==> src/rtl/temp_uart_rx_if.sv <==
// Byte-side bundle between the UART receiver and the temperature packer.
// The receiver takes the master view: it samples the serial line and drives
// the byte, strobe, address and framing-error outputs. The consumer (packer
// or bench) takes the slave view.
interface temp_uart_rx_if;
  logic        rx;        // asynchronous UART line, idle high
  logic [7:0]  oData;     // last valid received byte
  logic        strob;     // byte-valid strobe, STROB_LEN cycles wide
  logic [10:0] oAddrRam;  // frame address of the byte on oData
  logic        frameErr;  // 1-cycle pulse on a bad stop bit

  modport master (
    input  rx,
    output oData,
    output strob,
    output oAddrRam,
    output frameErr
  );

  modport slave (
    output rx,
    input  oData,
    input  strob,
    input  oAddrRam,
    input  frameErr
  );
endinterface

==> src/rtl/temp_uart_rx.sv <==
// 8N1 UART receiver feeding the temperature packer.
// Deserialises the sensor line into bytes, presents each byte with a
// multi-cycle strobe and a frame address, and re-aligns the address to 0
// whenever the line has idled long enough to mark a new sensor frame.
module temp_uart_rx #(
  parameter int CLKS_PER_BIT = 16,    // even, >= 4
  parameter int STROB_LEN    = 8,     // >= 6 and < 10*CLKS_PER_BIT
  parameter int FRAME_LEN    = 480,   // bytes per frame, <= 2048
  parameter int GAP_CLKS     = 2048   // idle-high cycles marking a frame boundary
) (
  input  logic          clk,
  input  logic          rst,
  temp_uart_rx_if.master bus
);

  localparam int BIT_W = $clog2(CLKS_PER_BIT);
  localparam int GAP_W = $clog2(GAP_CLKS + 1);
  localparam int STB_W = $clog2(STROB_LEN + 1);

  // Bit-time counter taps: middle of the start bit, and one full bit period
  // (which lands mid-bit for every later bit once aligned on the start bit).
  localparam logic [BIT_W-1:0] MID_START = BIT_W'(CLKS_PER_BIT / 2 - 1);
  localparam logic [BIT_W-1:0] LAST_TICK = BIT_W'(CLKS_PER_BIT - 1);
  localparam logic [GAP_W-1:0] GAP_LAST  = GAP_W'(GAP_CLKS - 1);
  localparam logic [STB_W-1:0] STB_LOAD  = STB_W'(STROB_LEN);
  localparam logic [10:0]      LAST_ADDR = 11'(FRAME_LEN - 1);

  typedef enum logic [2:0] {
    IDLE,   // waiting for a falling edge on the line
    START,  // confirming the start bit at its midpoint
    DATA,   // sampling eight data bits, LSB first
    STOP,   // checking the stop bit
    HOLD    // line stuck low after a framing error (break)
  } state_t;

  state_t           state;
  logic             rxM;        // first synchroniser stage
  logic             rxS;        // synchronised line, used by all decisions
  logic [BIT_W-1:0] bitCnt;
  logic [2:0]       bitIdx;
  logic [7:0]       shReg;
  logic [10:0]      nextAddr;
  logic [GAP_W-1:0] gapCnt;
  logic [STB_W-1:0] strobCnt;

  logic [7:0]       oData_q;
  logic [10:0]      oAddrRam_q;
  logic             frameErr_q;

  assign bus.oData    = oData_q;
  assign bus.oAddrRam = oAddrRam_q;
  assign bus.frameErr = frameErr_q;
  // Decoded straight from the counter so an asynchronous reset drops the
  // strobe in the same instant it clears strobCnt.
  assign bus.strob    = (strobCnt != '0);

  // Two-flop synchroniser for the asynchronous line; resets to the idle level
  // so leaving reset never looks like a start bit.
  // NOTE: sequential state is always updated with non-blocking assignments so
  // every flop samples the values from before the edge, as real hardware does.
  always_ff @(posedge clk or posedge rst) begin
    if (rst) begin
      rxM <= 1'b1;
      rxS <= 1'b1;
    end else begin
      rxM <= bus.rx;
      rxS <= rxM;
    end
  end

  // Receive FSM with strobe stretcher and idle-gap address re-alignment;
  // all outputs are registered here.
  always_ff @(posedge clk or posedge rst) begin
    if (rst) begin
      state      <= IDLE;
      bitCnt     <= '0;
      bitIdx     <= '0;
      shReg      <= '0;
      nextAddr   <= '0;
      gapCnt     <= '0;
      strobCnt   <= '0;
      oData_q    <= '0;
      oAddrRam_q <= '0;
      frameErr_q <= 1'b0;
    end else begin
      // frameErr is a single-cycle pulse unless re-asserted below.
      frameErr_q <= 1'b0;

      // Strobe counts down to zero; a valid byte below reloads it, which
      // also covers a byte landing while the strobe is still high.
      if (strobCnt != '0) begin
        strobCnt <= strobCnt - STB_W'(1);
      end

      // Idle-gap timer: counts idle-high cycles, saturates at the boundary
      // and holds the next address at 0 until a byte arrives. Only IDLE
      // touches nextAddr here, STOP only touches it below, so they never
      // collide.
      if (!rxS) begin
        gapCnt <= '0;
      end else if (state == IDLE) begin
        if (gapCnt == GAP_LAST) begin
          nextAddr <= '0;
        end else begin
          gapCnt <= gapCnt + GAP_W'(1);
        end
      end

      case (state)
        IDLE: begin
          if (!rxS) begin
            bitCnt <= '0;
            state  <= START;
          end
        end

        START: begin
          if (bitCnt == MID_START) begin
            if (!rxS) begin
              bitCnt <= '0;
              bitIdx <= '0;
              state  <= DATA;
            end else begin
              // Line went back high before mid start bit: a glitch.
              state <= IDLE;
            end
          end else begin
            bitCnt <= bitCnt + BIT_W'(1);
          end
        end

        DATA: begin
          if (bitCnt == LAST_TICK) begin
            bitCnt <= '0;
            shReg  <= {rxS, shReg[7:1]};
            if (bitIdx == 3'd7) begin
              state <= STOP;
            end else begin
              bitIdx <= bitIdx + 3'd1;
            end
          end else begin
            bitCnt <= bitCnt + BIT_W'(1);
          end
        end

        STOP: begin
          if (bitCnt == LAST_TICK) begin
            bitCnt <= '0;
            if (rxS) begin
              oData_q    <= shReg;
              oAddrRam_q <= nextAddr;
              nextAddr   <= (nextAddr == LAST_ADDR) ? 11'd0 : nextAddr + 11'd1;
              strobCnt   <= STB_LOAD;
              state      <= IDLE;
            end else begin
              // Bad stop bit: drop the byte, keep all visible state.
              frameErr_q <= 1'b1;
              state      <= HOLD;
            end
          end else begin
            bitCnt <= bitCnt + BIT_W'(1);
          end
        end

        HOLD: begin
          // A held-low line (break) stays here and never yields bytes.
          if (rxS) begin
            state <= IDLE;
          end
        end

        default: begin
          state <= IDLE;
        end
      endcase
    end
  end

endmodule

==> src/flat_wrapper.sv <==
// flat-port wrapper written by rule: the top's interface ports become plain ports
module temp_uart_rx_flat 
#(
  parameter int CLKS_PER_BIT = 16,                 
  parameter int STROB_LEN    = 8,                                  
  parameter int FRAME_LEN    = 480,                              
  parameter int GAP_CLKS     = 2048                                               
)
  (clk, rst, bus_rx, bus_oData, bus_strob, bus_oAddrRam, bus_frameErr);
  temp_uart_rx_if bus_i ();
  input  logic clk;
  input  logic rst;
  input wire logic [$bits(bus_i.rx)-1:0] bus_rx;
  output wire logic [$bits(bus_i.oData)-1:0] bus_oData;
  output wire logic [$bits(bus_i.strob)-1:0] bus_strob;
  output wire logic [$bits(bus_i.oAddrRam)-1:0] bus_oAddrRam;
  output wire logic [$bits(bus_i.frameErr)-1:0] bus_frameErr;
  assign bus_i.rx = bus_rx;
  assign bus_oData = bus_i.oData;
  assign bus_strob = bus_i.strob;
  assign bus_oAddrRam = bus_i.oAddrRam;
  assign bus_frameErr = bus_i.frameErr;
  temp_uart_rx #(.CLKS_PER_BIT(CLKS_PER_BIT), .STROB_LEN(STROB_LEN), .FRAME_LEN(FRAME_LEN), .GAP_CLKS(GAP_CLKS)) u_core (.clk(clk), .rst(rst), .bus(bus_i));
endmodule
==> config.mk <==
export PLATFORM = sky130hd
export DESIGN_NAME = temp_uart_rx_flat
export DESIGN_NICKNAME = d
export VERILOG_FILES = /design/src/rtl/temp_uart_rx_if.sv /design/src/rtl/temp_uart_rx.sv /design/src/flat_wrapper.sv
export SDC_FILE = /design/constraint.sdc
export NUM_CORES = 1
export LEC_CHECK = 0
export ABC_AREA = 1
export CORE_ASPECT_RATIO = 1.75
export CORE_MARGIN = 3
export CORE_UTILIZATION = 50
export DETAILED_ROUTE_END_ITERATION = 10
export DONT_BUFFER_PORTS = 1
export GPL_ROUTABILITY_DRIVEN = 0
export PLACE_DENSITY_LB_ADDON = 0.1
export SETUP_SLACK_MARGIN = 0.2
export SYNTH_ARGS = -nofsm -noshare
export SYNTH_HDL_FRONTEND = slang
export SYNTH_SLANG_ARGS = --single-unit
export TNS_END_PERCENT = 10
==> constraint.sdc <==
create_clock -name clk -period 2 [get_ports clk]
set_input_delay 0.4 -clock clk [delete_from_list [all_inputs] [get_ports clk]]
set_output_delay 0.4 -clock clk [all_outputs]
set_load 0.01 [all_outputs]
==> results of run 1 <==
cells in the final DEF (no fill, tap or decap):
cell type,instances
inv_4,1
inv_1,48
nand2_1,141
nor2_4,3
clkinv_2,1
nand3_1,31
nor3_1,4
clkbuf_16,9
dfrtp_1,64
a21oi_1,6
bufinv_16,2
nand4_1,13
clkinvlp_4,1
dfrtp_2,1
dlygate4sd3_1,1
a211oi_1,1
xor2_1,9
inv_2,3
nand3b_1,1
dfstp_2,2
or2_2,5
nor2_2,3
nor2_8,1
o22ai_1,2
nor2_1,34
nand2_4,2
o31ai_1,1
ha_1,6
o21ai_2,9
o21ai_0,31
clkbuf_1,2
buf_4,8
o21ai_1,5
what timing repair did:
item	in CTS	in global routing
resized for setup	0	5
hold buffers	1	0
endpoints found under the setup margin	0	23
buffers inserted	0	0
hold endpoints to repair	14	0
power groups by stage:
| stage | Clock (W) | Sequential [W] | Combinational (W) |
|---|---|---|---|
| floorplan | 0 | 0.00162 | 0.000641 |
| global placement | 0 | 0.00165 | 0.000778 |
| detailed placement | 0 | 0.00165 | 0.000801 |
| CTS | 0.00164 | 0.00163 | 0.000819 |
| global route | 0.00171 | 0.00166 | 0.000960 |
| finish | 0.00161 | 0.00164 | 0.000818 |
cells by family after synthesis:
group / share of synthesized area, %
xor+xnor: 2.284
compound gates: 9.173
buf+inv: 7.578
fa+ha+maj: 2.175
simple gates: 30.13
flops: 48.66
cells in the mapped netlist (all sizes together) (2+ instances only):
| cell | instances | area, um2 |
|---|---|---|
| a21oi | 6 | 30.03 |
| buf | 8 | 58.80 |
| dfrtp | 65 | 1627 |
| dfstp | 2 | 52.55 |
| ha | 6 | 75.07 |
| inv | 53 | 198.9 |
| nand2 | 143 | 551.8 |
| nand3 | 31 | 155.2 |
| nand4 | 13 | 81.33 |
| nor2 | 41 | 192.7 |
| nor3 | 4 | 20.02 |
| o21ai | 45 | 259.0 |
| o22ai | 2 | 12.51 |
| or2 | 5 | 31.28 |
| xor2 | 9 | 78.83 |
routing by layer:
metal	vias up	global-route usage, %	wire length (um)
li1	1419	-	-
met1	1310	22.88	2921
met2	43	36.31	3797
met3	21	4.365	222
met4	0	11.07	211
met5	-	0	0
how the worst max path moves through the flow:
stage	endpoint	start	slack [ns]	cells after the start
2_1_floorplan	u_core.strobCnt[2]	u_core.bitCnt[0]	0.50	10
3_3_place_gp	u_core.nextAddr[9]	u_core.nextAddr[1]	0.31	8
3_5_place_dp	u_core.gapCnt[6]	u_core.rxS	0.32	7
4_1_cts	u_core.gapCnt[6]	u_core.rxS	0.28	7
5_1_grt	u_core.nextAddr[5]	u_core.rxS	0.18	8
6_report	u_core.nextAddr[10]	u_core.bitCnt[1]	0.35	9
through the flow:
| stage | worst slack, ns | hold slack [ns] | instance area (um2) | std cells |
|---|---|---|---|---|
| 3_5_place_dp | 0.3247 | 0.2774 | 3555 | 518 |
| 4_1_cts | 0.2803 | 0.05469 | 3862 | 533 |
| 6_report | 0.3454 | 0.06356 | 3874 | 533 |
| 5_1_grt | 0.1770 | 0.05342 | 3874 | 533 |
| 2_1_floorplan | 0.5027 | 0.3452 | 3455 | 437 |
| 3_3_place_gp | 0.3096 | 0.2737 | 3555 | 518 |
final cells by class:
type / count / area (um2) / area share, %
inverter: 53 / 205.2 / 5.297
clock inverter: 3 / 65.06 / 1.680
sequential: 67 / 1680 / 43.38
multi-input combinational: 308 / 1518 / 39.18
clock buffer: 11 / 232.7 / 6.008
timing repair buffer: 9 / 70.07 / 1.809
tap: 82 / 102.6 / 2.649
registers in the layout, indices dropped and copies added, names as in the netlist, 3 cells and up:
register / flops
u_core.bitIdx: 3
u_core.bitCnt: 4
u_core.bus.oAddrRam: 11
u_core.shReg: 8
u_core.gapCnt: 12
u_core.state: 3
u_core.bus.oData: 8
u_core.strobCnt: 4
u_core.nextAddr: 11
worst max-delay path, cell delays in order (launching register included):
cell and delay (ns):
dfrtp_1 0.39, ha_1 0.19, nand2_1 0.11, nor2_2 0.19
nand2_4 0.11, inv_1 0.11, nand2_1 0.06, nand2_1 0.22
nand3_1 0.13, nand2_1 0.08
==> metrics, run 1 <==
status completed; CTS Buf Count 9; Net Sw Frac 29.45%; Fmax 0.6044 GHz; Crit Path Max Fanout 7; startpoint types register; diode count 0; syn_nets 446; FF-to-FF Start u_core.bitCnt[1]; row count 39; Post-Syn Instances 437; worst-case headroom to the max-slew limit 72.10%; reg2reg path depth 9; final wirelength between 7000 and 8000 um; DIE HEIGHT about 120 um; Post-synth ARST share 100.0%; Hold Path End u_core.rxM; register area share after synthesis 48.66%; critical path endpoint category register; Worst-Skew Late Latency 0.33 ns; Critical Path RT around 2.3 ns; Max Cap Viol 0; WL/cell approximately 13 um; Clock Sinks between 60 and 70; Ys Warns 0; Layout Nets roughly 460; vias in the first global route 2858; setup tns final 0 ns; Final Setup Violations 0; Pleak 1.902 nW; clk root buf clkbuf_16; worst hold path type primary input to register; Port Buf Inserts 0; H-tree depth 3; maximum VDD drop ~0.0007 V; Global Route Usage Sum a little over a fifth; DRT iter0 DRCs approximately 160; Worst Hold Depth 0; num ports 24; sequential fraction of design power around two fifths; kind of critical path register to register; die area 0.007974 mm2; GRT Residual Overflow 0; clock power share 39.6%; largest net degree at the start of global routing 27; Vias per Instance roughly 5.2; first-pass GRT wire length 12510 um; width of the die ~70 um; HPWL after detailed placement 5158 um; clock slew at reported path FFs 0.05 ns; ANT nets after route 0; initial antenna violation count 0; final slew viol count 0; Initial Utilization about half; area grow syn2layout 12.26%; Post-synth EDFFs 0; Pre-antenna DRT Iters 4; Unique masters post-synth 27; CTS tree done; Worst Path Arrival 1.92 ns; total power draw roughly 0.0041 W; Hold Startpoint bus_rx; clock buffer depth 2; Fin. Hold Viols 0; R2R Setup Slk 0.35 ns; Layout Skew approximately 0.0022 ns; Avg Cell Area, Syn just under 8 um2; Vias roughly 2800; PwrDens about 1000 mW/mm2; worst r2r dst u_core.nextAddr[10]; Core Region between 0.006 and 0.007 mm2; Cell Area, Synth roughly 0.0035 mm2; #FFs+latches synth 67; RSZ-0062 raised after global routing true; # fillers 627; layout cells sized above 1 between 10% and 20%; Worst Tran Pin Value around 0.42 ns; Tmin final around 1.7 ns; final core utilization about three fifths; period utilization between 80 and 90%; Int Pwr 0.002867 W; Comb pwr share between 20% and 30%; sw power between 0.001 and 0.0015 W; dominant synthesized flop cell dfrtp_1; drc violations 0
Note: power is estimated with default switching activity, not from simulation.
==> run 2: changes to the inputs <==
==> constraint.sdc (replaced) <==
create_clock -name clk -period 1.7 [get_ports clk]
set_input_delay 0.34 -clock clk [delete_from_list [all_inputs] [get_ports clk]]
set_output_delay 0.34 -clock clk [all_outputs]
set_load 0.01 [all_outputs]
==> run 2 against run 1 <==
  * Cell count grew 6.4%
  * Total power grew 26%
  * Clock skew grew 0.0027 ns
  * Non-clock buffer count grew 33
  * Setup slack lost 0.18 ns
  * Global-route usage is essentially flat
  * Critical endpoint is now u_core.bus.oAddrRam[3]
  * Largest power group is now clock
  * Highest routed layer unchanged
==> metrics, run 2 (synthesis gave the netlist of run 1 again) <==
die area 0.007974 mm2; Tmin final between 1.5 and 2 ns; Core Region 0.006636 mm2; Pleak 2.129 nW; Fin. Hold Viols 0; Hold Startpoint u_core.rxM; CTS tree done; FF-to-FF Start u_core.bitCnt[1]; Vias approximately 3000; clock slew at reported path FFs 0.05 ns; vias in the first global route between 2000 and 3000; R2R Setup Slk around 0.16 ns; Fmax about 0.65 GHz; H-tree depth 3; startpoint types register; Cells after DPL 530; critical path's top delay family simple AND/OR/NAND/NOR gates; total power draw between 0.005 and 0.006 W; row count 39; maximum VDD drop between 0.0007 and 0.0008 V; Worst Tran Pin Value roughly 0.46 ns; diode count 0; max reg flops 12; num ports 24; setup tns final 0 ns; Initial Utilization slightly above 50%; width of the die about 69 um; Vias per Instance around 5.2; Pre-antenna DRT Iters 4; RSZ-0062 raised after global routing true; Layout Nets 490; CTS Buf Count 9; GR Util met2 a little over a third; Port Buf Inserts 0; CP cell instances ha_2, nand2_4, nor2_4, nand2_4, nor2_8, inv_4, clkbuf_16, o21ai_1; slowest stage cell, crit path dfrtp_1; PwrDens about 1200 mW/mm2; initial antenna violation count 0; first-pass GRT wire length 12410 um; Worst-Skew Late Latency 0.33 ns; HPWL after detailed placement around 5200 um; crit path from u_core.bitCnt[1]; Min Hold Slack 0.3547 ns; area grow syn2layout 25.85%; DRT iter0 DRCs 98; Critical Path RT 1.94 ns; worst-case headroom to the max-slew limit about 69%; kind of critical path register to register; final slew viol count 0; Layout Skew about 0.0050 ns; GRT busiest layer met2; Worst Path Arrival 1.78 ns; Max Cap Viol 0; met1 usage between 20% and 30%; critical path endpoint category register; status completed; largest net degree at the start of global routing 50; final cell count without fillers 567; critical path's most frequent cell nand2_4; commonest non-fill, non-tap cell in the layout nand2_1; GRT Residual Overflow 0; WL/cell roughly 14 um; Crit Path Max Fanout 10; drc violations 0; DIE HEIGHT about 120 um; Final Setup Violations 0; ANT nets after route 0; final wirelength a little under 8000 um; period utilization 90.34%; Crit path largest cell delay about 0.37 ns; worst path bufs/invs 2; clk root buf clkbuf_16; clock buffer depth 2; Clock Sinks between 60 and 70; Biggest register u_core.gapCnt; most frequent cells in the layout nand2_1 (128), dfrtp_1 (64), inv_1 (44); GR Util met3 between 6 and 7%; layout cells sized above 1 around a quarter; worst hold path type register to register; Global Route Usage Sum between 20% and 30%
-- run 2: cell count changes in the layout (fill, tap and decap cells not counted), moves of 3 or more --
cell,before,now
inv_1,48,44
nand2_4,2,6
ha_1,6,3
nand2_2,0,9
nand2_1,141,128
buf_4,8,34
o21ai_0,31,28
nor2_2,3,8
nor2_1,34,27
-- run 2: routing by layer --
layer | share of wire, % | wire length, um
met5 | 0 | 0
met3 | 3.7 | 289
met2 | 55 | 4354
met4 | 2.4 | 186
met1 | 39 | 3058
-- run 2: power breakdown --
part / internal (W) / total (W) / switching (W)
logic: 0.000518 / 0.00125 / 0.000731
registers: 0.00176 / 0.00192 / 0.000162
clock network: 0.00131 / 0.00196 / 0.000657
-- run 2: what timing repair did --
action | 4_1_cts | 5_1_grt
hold endpoints to repair | 17 | 0
setup buffers | 3 | 14
setup endpoints to repair | 46 | 56
gates cloned | 0 | 3
pin swaps | 3 | 15
hold buffers | 2 | 0
resized for setup | 9 | 42
-- run 2: layout make-up --
class                      count  area, um2
inverter                      53      210.2
sequential                    67       1680
clock inverter                 5      77.57
fill                         564       2293
tap                           82      102.6
clock buffer                  10      239.0
multi-input combinational    308       1645
timing repair buffer          42      387.9
-- run 2: metrics by stage --
step                cell area [um2]  utilization [%]  worst slack [ns]
finish                         4343            65.44            0.1643
floorplan                      3455                -            0.2027
global route                   4343            65.44            0.1201
global placement               3670            55.30           0.02436
detailed placement             3670            55.30          0.007222
CTS                            4053            61.07            0.1786
-- run 2: final timing paths --
path                                               end  cells past startpoint
worst max-delay path            u_core.bus.oAddrRam[3]                      8
worst min-delay path                        u_core.rxS                      0
worst max register to register  u_core.bus.oAddrRam[3]                      8
worst min register to register              u_core.rxS                      0
max in group asynchronous           u_core.nextAddr[8]                      3
min in group asynchronous          u_core.bus.frameErr                      2
